[src/rtl/cpu15_ram_arb.sv]
// Arbitrates the CPU exec-stage port and the host port onto one shared data RAM.
// CPU has fixed priority; the host is forced through after HOST_MAX_WAIT lost arbitrations.
module cpu15_ram_arb #(
    parameter int unsigned ADDR_W        = 8,
    parameter int unsigned DATA_W        = 16,
    parameter int unsigned RD_LAT        = 1,
    parameter int unsigned HOST_MAX_WAIT = 4
) (
    input  logic              i_clk,
    input  logic              i_reset,
    input  logic              i_cpu_req,
    input  logic              i_cpu_we,
    input  logic [ADDR_W-1:0] i_cpu_addr,
    input  logic [DATA_W-1:0] i_cpu_wdata,
    output logic              o_cpu_ack,
    output logic [DATA_W-1:0] o_cpu_rdata,
    input  logic              i_host_req,
    input  logic              i_host_we,
    input  logic [ADDR_W-1:0] i_host_addr,
    input  logic [DATA_W-1:0] i_host_wdata,
    output logic              o_host_ack,
    output logic [DATA_W-1:0] o_host_rdata,
    output logic [ADDR_W-1:0] o_ram_addr,
    output logic [DATA_W-1:0] o_ram_in,
    output logic              o_ram_wen,
    input  logic [DATA_W-1:0] i_ram_out,
    output logic              o_busy
);

    localparam int unsigned WaitW = $clog2(HOST_MAX_WAIT + 1);
    localparam int unsigned LatW  = $clog2(RD_LAT + 1);
    localparam logic [WaitW-1:0] WaitMax = WaitW'(HOST_MAX_WAIT);
    localparam logic [LatW-1:0]  LatLast = LatW'((RD_LAT > 1) ? RD_LAT - 2 : 0);

    typedef enum logic [1:0] {StIdle, StIssue, StWait, StDone} state_t;

    state_t            r_state;
    state_t            w_state_nxt;
    logic              r_cpu_armed;
    logic              r_host_armed;
    logic [WaitW-1:0]  r_wait_cnt;
    logic [LatW-1:0]   r_lat_cnt;
    logic              r_host_win;
    logic              r_we;
    logic [ADDR_W-1:0] r_ram_addr;
    logic [DATA_W-1:0] r_ram_in;
    logic              r_ram_wen;
    logic [DATA_W-1:0] r_cpu_rdata;
    logic [DATA_W-1:0] r_host_rdata;

    logic w_cpu_elig;
    logic w_host_elig;
    logic w_host_pick;
    logic w_grant;
    logic w_sample;
    logic w_done;

    always_comb begin
        w_cpu_elig  = i_cpu_req & r_cpu_armed;
        w_host_elig = i_host_req & r_host_armed;
        w_host_pick = w_host_elig & (~w_cpu_elig | (r_wait_cnt == WaitMax));
        w_grant     = (r_state == StIdle) & (w_cpu_elig | w_host_elig);
        w_done      = (r_state == StDone);
    end

    always_comb begin
        w_state_nxt = r_state;
        w_sample    = 1'b0;
        unique case (r_state)
            StIdle: begin
                if (w_grant) w_state_nxt = StIssue;
            end
            StIssue: begin
                if (r_we) begin
                    w_state_nxt = StDone;
                end else if (RD_LAT == 1) begin
                    w_state_nxt = StDone;
                    w_sample    = 1'b1;
                end else begin
                    w_state_nxt = StWait;
                end
            end
            StWait: begin
                if (r_lat_cnt == LatLast) begin
                    w_state_nxt = StDone;
                    w_sample    = 1'b1;
                end
            end
            StDone:  w_state_nxt = StIdle;
            default: w_state_nxt = StIdle;
        endcase
    end

    always_ff @(posedge i_clk or posedge i_reset) begin
        if (i_reset) begin
            r_state      <= StIdle;
            r_cpu_armed  <= 1'b1;
            r_host_armed <= 1'b1;
            r_wait_cnt   <= '0;
            r_lat_cnt    <= '0;
            r_host_win   <= 1'b0;
            r_we         <= 1'b0;
            r_ram_addr   <= '0;
            r_ram_in     <= '0;
            r_ram_wen    <= 1'b0;
            r_cpu_rdata  <= '0;
            r_host_rdata <= '0;
        end else begin
            r_state <= w_state_nxt;
            // A low REQ re-arms even on the DONE edge, so a requester that drops on ACK is ready again
            r_cpu_armed  <= ~i_cpu_req | (r_cpu_armed & ~(w_done & ~r_host_win));
            r_host_armed <= ~i_host_req | (r_host_armed & ~(w_done & r_host_win));
            r_ram_wen    <= 1'b0;
            if (w_grant) begin
                r_host_win <= w_host_pick;
                r_we       <= w_host_pick ? i_host_we : i_cpu_we;
                r_ram_addr <= w_host_pick ? i_host_addr : i_cpu_addr;
                r_ram_in   <= w_host_pick ? i_host_wdata : i_cpu_wdata;
                r_ram_wen  <= w_host_pick ? i_host_we : i_cpu_we;
                if (w_host_pick) begin
                    r_wait_cnt <= '0;
                end else if (w_host_elig && (r_wait_cnt != WaitMax)) begin
                    r_wait_cnt <= r_wait_cnt + WaitW'(1);
                end
            end
            if (r_state == StIssue) begin
                r_lat_cnt <= '0;
            end else if (r_state == StWait) begin
                r_lat_cnt <= r_lat_cnt + LatW'(1);
            end
            if (w_sample) begin
                if (r_host_win) r_host_rdata <= i_ram_out;
                else            r_cpu_rdata  <= i_ram_out;
            end
        end
    end

    assign o_cpu_ack    = w_done & ~r_host_win;
    assign o_host_ack   = w_done & r_host_win;
    assign o_cpu_rdata  = r_cpu_rdata;
    assign o_host_rdata = r_host_rdata;
    assign o_ram_addr   = r_ram_addr;
    assign o_ram_in     = r_ram_in;
    assign o_ram_wen    = r_ram_wen;
    assign o_busy       = (r_state != StIdle);

endmodule
[config.mk]
export PLATFORM = sky130hd
export DESIGN_NAME = cpu15_ram_arb
export DESIGN_NICKNAME = d
export VERILOG_FILES = /design/src/rtl/cpu15_ram_arb.sv
export SDC_FILE = /design/constraint.sdc
export NUM_CORES = 1
export LEC_CHECK = 0
export ABC_AREA = 1
export CAP_MARGIN = 30
export CORE_MARGIN = 3
export CORE_UTILIZATION = 25
export DETAILED_ROUTE_END_ITERATION = 8
export GPL_TIMING_DRIVEN = 0
export SETUP_SLACK_MARGIN = 0.2
export SKIP_CTS_REPAIR_TIMING = 1
export SLEW_MARGIN = 30
export SYNTH_ARGS = -nofsm -noshare
export SYNTH_HDL_FRONTEND = slang
export SYNTH_SLANG_ARGS = --single-unit
[constraint.sdc]
create_clock -name i_clk -period 2.4 [get_ports i_clk]
set_clock_uncertainty 0.1 [all_clocks]
set_input_delay 0.36 -clock i_clk [delete_from_list [all_inputs] [get_ports i_clk]]
set_output_delay 0.36 -clock i_clk [all_outputs]
set_load 0.05 [all_outputs]
==> results of run 1 <==
per-layer routing:
layer / part of all wire / global-route usage
met1: 0.45 / 0.172
met2: 0.45 / 0.205
met3: 0.088 / 0.0440
met4: 0.013 / 0.0503
met5: 0 / 0
flip-flops by register name (all words and copies together) (netlist names), 2 cells and up:
register and cells:
o_ram_in 16, o_cpu_rdata 16, o_host_rdata 16, r_state 2
o_ram_addr 8, r_wait_cnt 3
kinds of logic after synthesis:
family,Yosys count,synth area share
AO/OA/AOI/OAI,9,0.0206
adder cells (fa/ha/maj),6,0.0229
buffers and inverters,84,0.113
flip-flops,67,0.513
AND/OR/NAND/NOR,251,0.331
through the flow:
stage	setup TNS (ns)	util	hold slack (ns)	area [µm²]	cells
after floorplan	0	-	0.303	3270	417
after global placement	-61.96	0.376	0.355	4780	718
after detailed placement	0	0.377	0.358	4800	719
after CTS	-0.306	0.403	0.320	5130	735
after global routing	0	0.404	0.326	5140	735
final	0	0.404	0.302	5140	735
cell usage in the layout (no fill, tap or decap), drive strengths merged:
master         netlist  layout
inv                 66      67
bufinv               0       2
nand3               86      86
o21ai                8       8
dfstp                2       2
nand2              161     161
clkinvlp             0       2
ha                   6       6
clkdlybuf4s50        0     126
clkinv               0       2
buf                 18      19
clkbuf               0       9
a21oi                1       1
dlymetal6s2s         0       3
dfrtp               65      65
nor2                 4       4
worst max-delay path, stage by stage (launching register included):
cell and delay [ns]:
sky130_fd_sc_hd__dfrtp_1 0.42, sky130_fd_sc_hd__buf_2 0.21, sky130_fd_sc_hd__buf_2 0.21, sky130_fd_sc_hd__nor2_1 0.11, sky130_fd_sc_hd__dlymetal6s2s_1 0.45
cells in the mapped netlist, drive strengths merged:
cell type / instances
a21oi: 1
nand2: 161
dfstp: 2
o21ai: 8
ha: 6
dfrtp: 65
buf: 18
nand3: 86
inv: 66
nor2: 4
power by group through the flow:
stage,Sequential (µW),Clock [µW],Combinational [µW]
global placement,2050,0,4560
floorplan,3650,0,1440
CTS,2050,1460,4650
global route,2120,1520,4940
detailed placement,2050,0,4640
finish,2050,1420,4600
worst max path at each step:
stage / slack, ns / start / end
CTS: -0.19 / r_host_win$_DFFE_PP0P_ / o_cpu_ack
global placement: -0.95 / i_reset / o_ram_wen$_DFF_PP0_
floorplan: 0.26 / i_reset / o_cpu_rdata[0]$_DFFE_PP0P_
global route: 0.15 / r_host_win$_DFFE_PP0P_ / o_cpu_ack
detailed placement: 0.17 / r_host_win$_DFFE_PP0P_ / o_cpu_ack
finish: 0.23 / r_host_win$_DFFE_PP0P_ / o_cpu_ack
final cells by class:
class	count	area, µm²
Buffer	18	121
Fill cell	1324	7590
Sequential cell	67	1680
Inverter	66	250
Tap cell	172	215
Timing Repair Buffer	130	1320
Clock buffer	9	225
Clock inverter	7	101
Multi-Input combinational cell	266	1220
==> results.md, run 1 <==
- Hold Vio Cnt, Final: 0
- DR DRC count: 0
- H-Tree Level Count: 3
- Fraction of final layout cells with drive strength greater than 1: 0.0870
- Max-capacitance violation count: 0
- Switching power: 3950 µW
- Internal power summed over all cells: 4110 µW
- Minimum setup slack after placement: 0.166 ns
- Part of the total power dissipated in the clock network: 0.176
- FF-to-FF setup slack: between 0.5 and 0.6 ns
- Die ar.: 0.0145 mm²
- Worst-case headroom to the max-slew limit: 0.631
- Min Clock Period, post-route: 2.17 ns
- Antenna violations before repair: 0
- Slew @ Worst Pin: roughly 0.55 ns
- Seq/Total Area, Yosys: 0.513
- WL per Instance: 12.6 µm
- Wire length of the first global-routing pass: 15.5 mm
- RR Endpoint: o_host_rdata[4]$_DFFE_PP0P_
- Fraction of power consumed by combinational cells: 0.570
- CTS tree: done
- Switching share of power: 0.490
- CTS Buf Count: 9
- Final count of pins violating max slew: 0
- Hold WC Path Type: in -> async
- Timing-limited maximum frequency: 0.460 GHz
- DIE HEIGHT: 120 µm
- Worst skew pair latency: 0.32 ns
- Total congestion overflow: 0
- R2R cell count: 8
- FF-to-FF Start: r_state[0]$_DFFE_PP0P_
- Number of instances in the synthesized netlist: 417
- Top-area cell type share of the netlist area: 0.497
- Iter 0 DRT Violations: 267
- CTS sink count: 67
- Synthesis-to-layout area growth: 56.9%
- CP endpoint kind: output port
- Boundary Pins: 130
- Post-route antenna net violation count: 0
- Count of port buffers added during placement: 129
- Worst Setup Start Kind: flip-flop
- Initial standard-cell utilization of the core: 0.257
- Synthesized net count: 493
- Pre-Repair DR Iteration Count: 4
- Type of the worst setup path: reg -> out
- Vias in the first global route: 3193
- Setup repair after global routing missed its margin: true
- Req. time, crit path: 1.94 ns
- Mapped Avg Cell Area: 7.85 µm²
- Total GRT Usage: 0.133
- Placeable Area: 0.0127 mm²
- Final period utilization: 0.906
- Unique cell type count in the Yosys netlist: 17
- Placer congestion estimate: 0.876
- Max Root-Sink Buffers: 2
- Largest fanout on the critical path: 10
- Total Wirelength: 9.24 mm
- Detailed-route via count: 3086
- PnR Total Power: 8070 µW
- Crit path arrival time: between 1.5 and 2 ns
- Number of antenna diodes: 0
- Cell leakage power: 0.00266 µW
- Mapped Area: between 0.003 and 0.004 mm²
- Cell Pwr Density: 1570 mW/mm²
- Cells taking the most area after synthesis: sky130_fd_sc_hd__dfrtp_1 50%, sky130_fd_sc_hd__nand2_1 18%, sky130_fd_sc_hd__nand3_1 13%, sky130_fd_sc_hd__inv_1 7.2%, sky130_fd_sc_hd__ha_1 2.3%
- Maximum number of pins on one net before global-route repair: 36
- Flip-flop and latch count after synthesis: 67
- Run status: completed
- HPWL Detailed: a little over 7 mm
- Synth area leader: sky130_fd_sc_hd__dfrtp_1
- Die width: 120 µm
- Proportion of power drawn by flip-flops and latches: 0.254
- Synth Warn #: 0
- Cell at the root of the clock tree: sky130_fd_sc_hd__clkbuf_16
- Via-per-instance ratio: 4.20
- Post-layout nets: 634
- Maximum ir drop on the vdd rail: 0.545 mV
- Clock transition at the registers of the reported paths: 0.06 ns
- Placement Rows: 41
- Final critical-path setup slack: 0.226 ns
- Final setup fails: 0
(Power assumes the default switching activity.)
==> run 2: changes to the inputs <==
--- a/config.mk
+++ b/config.mk
@@ -11,6 +11,7 @@
 export CORE_UTILIZATION = 25
 export DETAILED_ROUTE_END_ITERATION = 8
 export GPL_TIMING_DRIVEN = 0
+export PLACE_DENSITY_LB_ADDON = 0.1
 export SETUP_SLACK_MARGIN = 0.2
 export SKIP_CTS_REPAIR_TIMING = 1
 export SLEW_MARGIN = 30
==> run 2 against run 1 <==
Clock-buffer cell count is 3 higher. Fmax is 2.8% lower. Largest power group unchanged. First-iteration DRC count is 52% lower. Combinational power hardly changed. Sequential share of layout area is 0.19 points higher. Worst setup slack worse by 0.063 ns. Die area stayed put. Largest cell class unchanged. Critical path depth stayed put.
==> results.md, run 2 (same netlist as run 1, synthesis figures left out) <==
- Cell-by-cell trace of the critical path: buf_2, buf_2, nor2_1, dlymetal6s2s_1
- Iter 0 DRT Violations: 128 (-52%)
- Worst skew pair latency: 0.33 ns (about the same)
- Highest signal layer in the routed design: met4
- Vias in the first global route: 3107 (-2.7%)
- HPWL Detailed: 7.07 mm (-0.66%)
- Boundary Pins: 130 (unchanged)
- DR DRC count: 0 (unchanged)
- CP max stage delay: 0.44 ns (about the same)
- Met3 Routed Length: 904 µm (+11%)
- Number of antenna diodes: 0 (unchanged)
- Max Root-Sink Buffers: 2 (unchanged)
- R2R cell count: 8 (unchanged)
- PnR Total Power: 7950 µW (-1.5%)
- Min Clock Period, post-route: 2.24 ns (+0.0629 ns)
- Total length of routed met2 wires: 4.10 mm (-1.1%)
- CTS Buf Count: 9 (unchanged)
- Wire length of the first global-routing pass: 15.7 mm (+1.2%)
- Worst Setup Start Kind: flip-flop
- Hold WC Path Type: in -> async
- Synthesis-to-layout area growth: 56.0%
- Die width: 120 µm (unchanged)
- Worst-case headroom to the max-slew limit: 0.629 (-0.00261)
- Largest fanout on the critical path: 10 (unchanged)
- Final setup fails: 0 (unchanged)
- Run status: completed
- H-Tree Level Count: 3 (unchanged)
- Detailed-route via count: 3085 (-0.032%)
- Type of the worst setup path: reg -> out
- Placeable Area: 0.0127 mm² (unchanged)
- Post-layout nets: 634 (unchanged)
- Total Neg Setup Slack: 0 ns (unchanged)
- Cell leakage power: 0.00264 µW (-0.51%)
- Via-per-instance ratio: 4.20 (about the same)
- Count of port buffers added during placement: 129 (unchanged)
- Timing-limited maximum frequency: 0.447 GHz (-2.8%)
- Worst setup path end: o_cpu_ack
- Total congestion overflow: 0 (unchanged)
- Maximum ir drop on the vdd rail: 0.497 mV (-8.8%)
- Total Wirelength: 9.56 mm (+3.4%)
- FF-to-FF Start: r_state[0]$_DFFE_PP0P_
- Placement Rows: 41 (unchanged)
- Slew @ Worst Pin: 0.555 ns (+0.00307 ns)
- Req. time, crit path: 1.94 ns (about the same)
- Critical path depth in cells: 4 (unchanged)
- DIE HEIGHT: 120 µm (unchanged)
- CP max-delay cell: sky130_fd_sc_hd__dlymetal6s2s_1
- Placer congestion estimate: 0.753 (-14%)
- Setup repair after global routing missed its margin: true
- Crit path arrival time: 1.78 ns (+0.07 ns)
- Clock transition at the registers of the reported paths: 0.05 ns (about the same)
- Antenna violations before repair: 0 (unchanged)
- Worst Setup SP: r_host_win$_DFFE_PP0P_
- Fraction of final layout cells with drive strength greater than 1: 0.0835 (-0.00355)
- Most frequent cells in the layout: 154 x sky130_fd_sc_hd__nand2_1, 126 x sky130_fd_sc_hd__clkdlybuf4s50_1, 86 x sky130_fd_sc_hd__nand3_1
- Pre-Repair DR Iteration Count: 4 (unchanged)
- CP delay by family, top: buffers and inverters
- CTS tree: done
- Final period utilization: 0.932 (+0.0262)
- Post-route antenna net violation count: 0 (unchanged)
- Initial standard-cell utilization of the core: 0.257 (unchanged)
- Maximum number of pins on one net before global-route repair: 36 (unchanged)
- Die ar.: 0.0145 mm² (unchanged)
- WL per Instance: 13.0 µm (+3.4%)
- Max-capacitance violation count: 0 (unchanged)
- Cell at the root of the clock tree: sky130_fd_sc_hd__clkbuf_16
- CTS sink count: 67 (unchanged)
- Final count of pins violating max slew: 0 (unchanged)
- Total buffers and inverters traversed by the critical path: 3 (unchanged)
- Cell Pwr Density: 1560 mW/mm² (-0.89%)
- Most common cell type on the critical path: sky130_fd_sc_hd__buf_2
- Hold Vio Cnt, Final: 0 (unchanged)
- FF-to-FF setup slack: 0.57 ns (about the same)
- RR Endpoint: o_host_rdata[3]$_DFFE_PP0P_
- CP endpoint kind: output port
- Most common cell after layout, fill and taps aside: sky130_fd_sc_hd__nand2_1
- Total GRT Usage: 0.137 (+0.00402)
- M1 wire length: 4.41 mm (+6.1%)
[run 2: changes by cell type in the layout (fill, tap and decap cells not counted), sizes merged]
cell	delta
clkbuf	+3
bufinv	-1
inv	-1
clkinv	-1
[run 2: area by class of cell]
| type | count | area, µm² |
|---|---|---|
| plain buffers | 18 | 121 |
| clock buffers | 12 | 246 |
| clock inverters | 4 | 50.0 |
| fillers | 1359 | 7620 |
| inverters | 66 | 250 |
| multi-input cells | 266 | 1220 |
| flip-flops and latches | 67 | 1680 |
| well taps | 172 | 215 |
| repair buffers | 130 | 1320 |
[run 2: stage by stage]
stage | utilization | setup slack [ns] | std cells | area, µm² | hold slack [ns]
2_1_floorplan | - | 0.260 | 417 | 3270 | 0.303
3_3_place_gp | 0.376 | -1.13 | 718 | 4780 | 0.353
3_5_place_dp | 0.377 | 0.119 | 719 | 4800 | 0.358
4_1_cts | 0.401 | -0.247 | 735 | 5100 | 0.304
5_1_grt | 0.401 | 0.0949 | 735 | 5110 | 0.328
6_report | 0.401 | 0.163 | 735 | 5110 | 0.296
[run 2: layer usage]
metal,vias to the layer above,track usage
met5,-,0
met4,0,0.0467
met3,11,0.0566
met2,104,0.207
met1,1407,0.176
li1,1563,-
[run 2: worst min-delay path by stage]
| stage | end | slack [ns] | cells past startpoint |
|---|---|---|---|
| 2_1_floorplan | r_cpu_armed$_DFF_PP1_ | 0.30 | 1 |
| 3_3_place_gp | o_host_rdata[1]$_DFFE_PP0P_ | 0.35 | 2 |
| 3_5_place_dp | o_host_rdata[11]$_DFFE_PP0P_ | 0.36 | 2 |
| 4_1_cts | o_host_rdata[12]$_DFFE_PP0P_ | 0.30 | 2 |
| 5_1_grt | o_host_rdata[14]$_DFFE_PP0P_ | 0.33 | 2 |
| 6_report | o_host_rdata[12]$_DFFE_PP0P_ | 0.30 | 2 |
[run 2: report_power, final]
group          leakage [µW]  total, µW  internal [µW]  switching, µW
logic               0.00169       4600           1500           3110
clock network      0.000139       1320            831            492
registers          0.000816       2020           1700            322
==> run 3: changes to the inputs <==
==> constraint.sdc (replaced) <==
create_clock -name i_clk -period 2.9 [get_ports i_clk]
set_clock_uncertainty 0.1 [all_clocks]
set_input_delay 0.435 -clock i_clk [delete_from_list [all_inputs] [get_ports i_clk]]
set_output_delay 0.435 -clock i_clk [all_outputs]
set_load 0.05 [all_outputs]
==> run 3 against run 2 <==
Register-to-register slack gained 0.50 ns. Flip-flop and latch count unchanged. Clock-buffer cell count unchanged. Wire length hardly changed. Critical endpoint is now o_busy.
==> results.md, run 3 (same netlist as run 1, synthesis figures left out) <==
- Initial standard-cell utilization of the core: 0.257 (unchanged)
- CTS Buf Count: 9 (unchanged)
- Synthesis-to-layout area growth: 55.8% (about the same)
- Hold Vio Cnt, Final: 0 (unchanged)
- WL per Instance: 13.0 µm (about the same)
- R2R cell count: 8 (unchanged)
- PnR Total Power: 6580 µW (-17%)
- Most common cell after layout, fill and taps aside: sky130_fd_sc_hd__nand2_1
- Antenna violations before repair: 0 (unchanged)
- FF-to-FF setup slack: 1.07 ns (+0.50 ns)
- Placeable Area: 0.0127 mm² (unchanged)
- Fraction of power consumed by combinational cells: 0.579 (about the same)
- Die width: 120 µm (unchanged)
- FF-to-FF Start: r_state[0]$_DFFE_PP0P_
- RR Endpoint: o_host_rdata[3]$_DFFE_PP0P_
- Placer congestion estimate: 0.753 (unchanged)
- Total congestion overflow: 0 (unchanged)
- Fraction of final layout cells with drive strength greater than 1: 0.0835 (unchanged)
- Req. time, crit path: 2.37 ns (+0.43 ns)
- Final count of pins violating max slew: 0 (unchanged)
- Final period utilization: 0.873
- Crit path arrival time: 2.00 ns (+0.22 ns)
- Worst setup path end: o_busy
- Max-capacitance violation count: 0 (unchanged)
- Run status: completed
- Number of antenna diodes: 0 (unchanged)
- Boundary Pins: 130 (unchanged)
- Largest fanout on the critical path: 4 (-6)
- Cell Pwr Density: 1290 mW/mm² (-17%)
- CTS sink count: 67 (unchanged)
- Total GRT Usage: 0.137 (unchanged)
- Placement Rows: 41 (unchanged)
- Wire length of the first global-routing pass: 15.7 mm (unchanged)
- Worst Setup Start Kind: flip-flop
- Area post-placement: 0.00480 mm² (unchanged)
- Detailed-route via count: 3083 (-0.065%)
- Pre-Repair DR Iteration Count: 4 (unchanged)
- Clock transition at the registers of the reported paths: 0.05 ns (about the same)
- Cell leakage power: 0.00262 µW (-0.76%)
- Hold WC Path Type: in -> async
- Max Root-Sink Buffers: 2 (unchanged)
- Worst skew pair latency: 0.33 ns (about the same)
- Post-route non-filler standard cell count: 735 (unchanged)
- Part of the total power dissipated in the clock network: 0.166 (about the same)
- Proportion of power drawn by flip-flops and latches: 0.255 (about the same)
- Total of fill cells in the finished design: 1359 (unchanged)
- Via-per-instance ratio: 4.19 (about the same)
- CP endpoint kind: output port
- Worst Setup SP: r_state[0]$_DFFE_PP0P_
- Cell total after placement: 719 (unchanged)
- Count of port buffers added during placement: 129 (unchanged)
- Worst-case headroom to the max-slew limit: 0.629 (unchanged)
- DIE HEIGHT: 120 µm (unchanged)
- DR DRC count: 0 (unchanged)
- Vias in the first global route: 3107 (unchanged)
- Iter 0 DRT Violations: 128 (unchanged)
- Final setup fails: 0 (unchanged)
- Worst hold slack: 0.367 ns (+0.0703 ns)
- Switching share of power: 0.493 (about the same)
- Setup repair after global routing missed its margin: false
- Type of the worst setup path: reg -> out
- HPWL Detailed: 7.07 mm (unchanged)
- Switching power: 3250 µW (-17%)
- Total Wirelength: 9.56 mm (about the same)
- Final design utilization: 0.401 (about the same)
- Min Clock Period, post-route: 2.53 ns
- Maximum number of pins on one net before global-route repair: 36 (unchanged)
- Most frequent cells in the layout: 154 x sky130_fd_sc_hd__nand2_1, 128 x sky130_fd_sc_hd__clkdlybuf4s50_1, 86 x sky130_fd_sc_hd__nand3_1
- Die ar.: 0.0145 mm² (unchanged)
- Slew @ Worst Pin: 0.555 ns (unchanged)
- Timing-limited maximum frequency: ~0.4 GHz
- Maximum ir drop on the vdd rail: 0.411 mV (-17%)
- Post-route antenna net violation count: 0 (unchanged)
- H-Tree Level Count: 3 (unchanged)
- Cell at the root of the clock tree: sky130_fd_sc_hd__clkbuf_16
- CTS tree: done
- Post-layout nets: 634 (unchanged)
- Finished layout cell area: 0.00510 mm² (about the same)
- Internal power summed over all cells: 3340 µW (-17%)
-- run 3: critical path, stage by stage (launching register included) --
cell                              delay (ns)
sky130_fd_sc_hd__dfrtp_1                0.40
sky130_fd_sc_hd__inv_1                  0.08
sky130_fd_sc_hd__ha_1                   0.21
sky130_fd_sc_hd__inv_1                  0.14
sky130_fd_sc_hd__clkdlybuf4s50_1        0.84
-- run 3: final cells by class --
| cell class | instances | area [µm²] | share of cell area |
|---|---|---|---|
| clock inverters | 4 | 50.0 | 0.00981 |
| inverters | 66 | 250 | 0.0491 |
| repair buffers | 130 | 1310 | 0.258 |
| well taps | 172 | 215 | 0.0422 |
| flip-flops and latches | 67 | 1680 | 0.329 |
| multi-input cells | 266 | 1220 | 0.240 |
| clock buffers | 12 | 246 | 0.0483 |
| plain buffers | 18 | 121 | 0.0238 |
-- run 3: routing by layer --
layer  up-vias  global-route usage  routed length [µm]
met4         0              0.0467                 142
met5         -                   0                   0
met1      1405               0.176                4410
met3        11              0.0566                 904
met2       104               0.207                4100
li1       1563                   -                   -
-- run 3: how the worst min path moves through the flow --
| stage | to | slack, ns | from | cells after the start |
|---|---|---|---|---|
| after global routing | o_cpu_rdata[3]$_DFFE_PP0P_ | 0.39 | o_cpu_rdata[3]$_DFFE_PP0P_ | 2 |
| after floorplan | r_host_armed$_DFF_PP1_ | 0.35 | r_host_armed$_DFF_PP1_ | 2 |
| after CTS | r_host_armed$_DFF_PP1_ | 0.37 | r_host_armed$_DFF_PP1_ | 2 |
| final | o_host_rdata[12]$_DFFE_PP0P_ | 0.37 | i_reset | 2 |
| after detailed placement | o_host_rdata[11]$_DFFE_PP0P_ | 0.36 | o_host_rdata[11]$_DFFE_PP0P_ | 2 |
| after global placement | o_host_rdata[1]$_DFFE_PP0P_ | 0.35 | o_host_rdata[1]$_DFFE_PP0P_ | 2 |
-- run 3: stage by stage --
stage / worst slack [ns] / setup TNS [ns]
global route: 0.277 / 0
detailed placement: 0.544 / 0
floorplan: 0.685 / 0
global placement: -0.703 / -45.51
CTS: 0.178 / 0
finish: 0.367 / 0
-- run 3: power by group through the flow --
stage / registers, µW / clock network (µW) / logic, µW
floorplan: 3020 / 0 / 1190
global placement: 1680 / 0 / 3830
detailed placement: 1680 / 0 / 3870
CTS: 1680 / 1140 / 3870
global route: 1740 / 1160 / 4120
finish: 1680 / 1100 / 3810
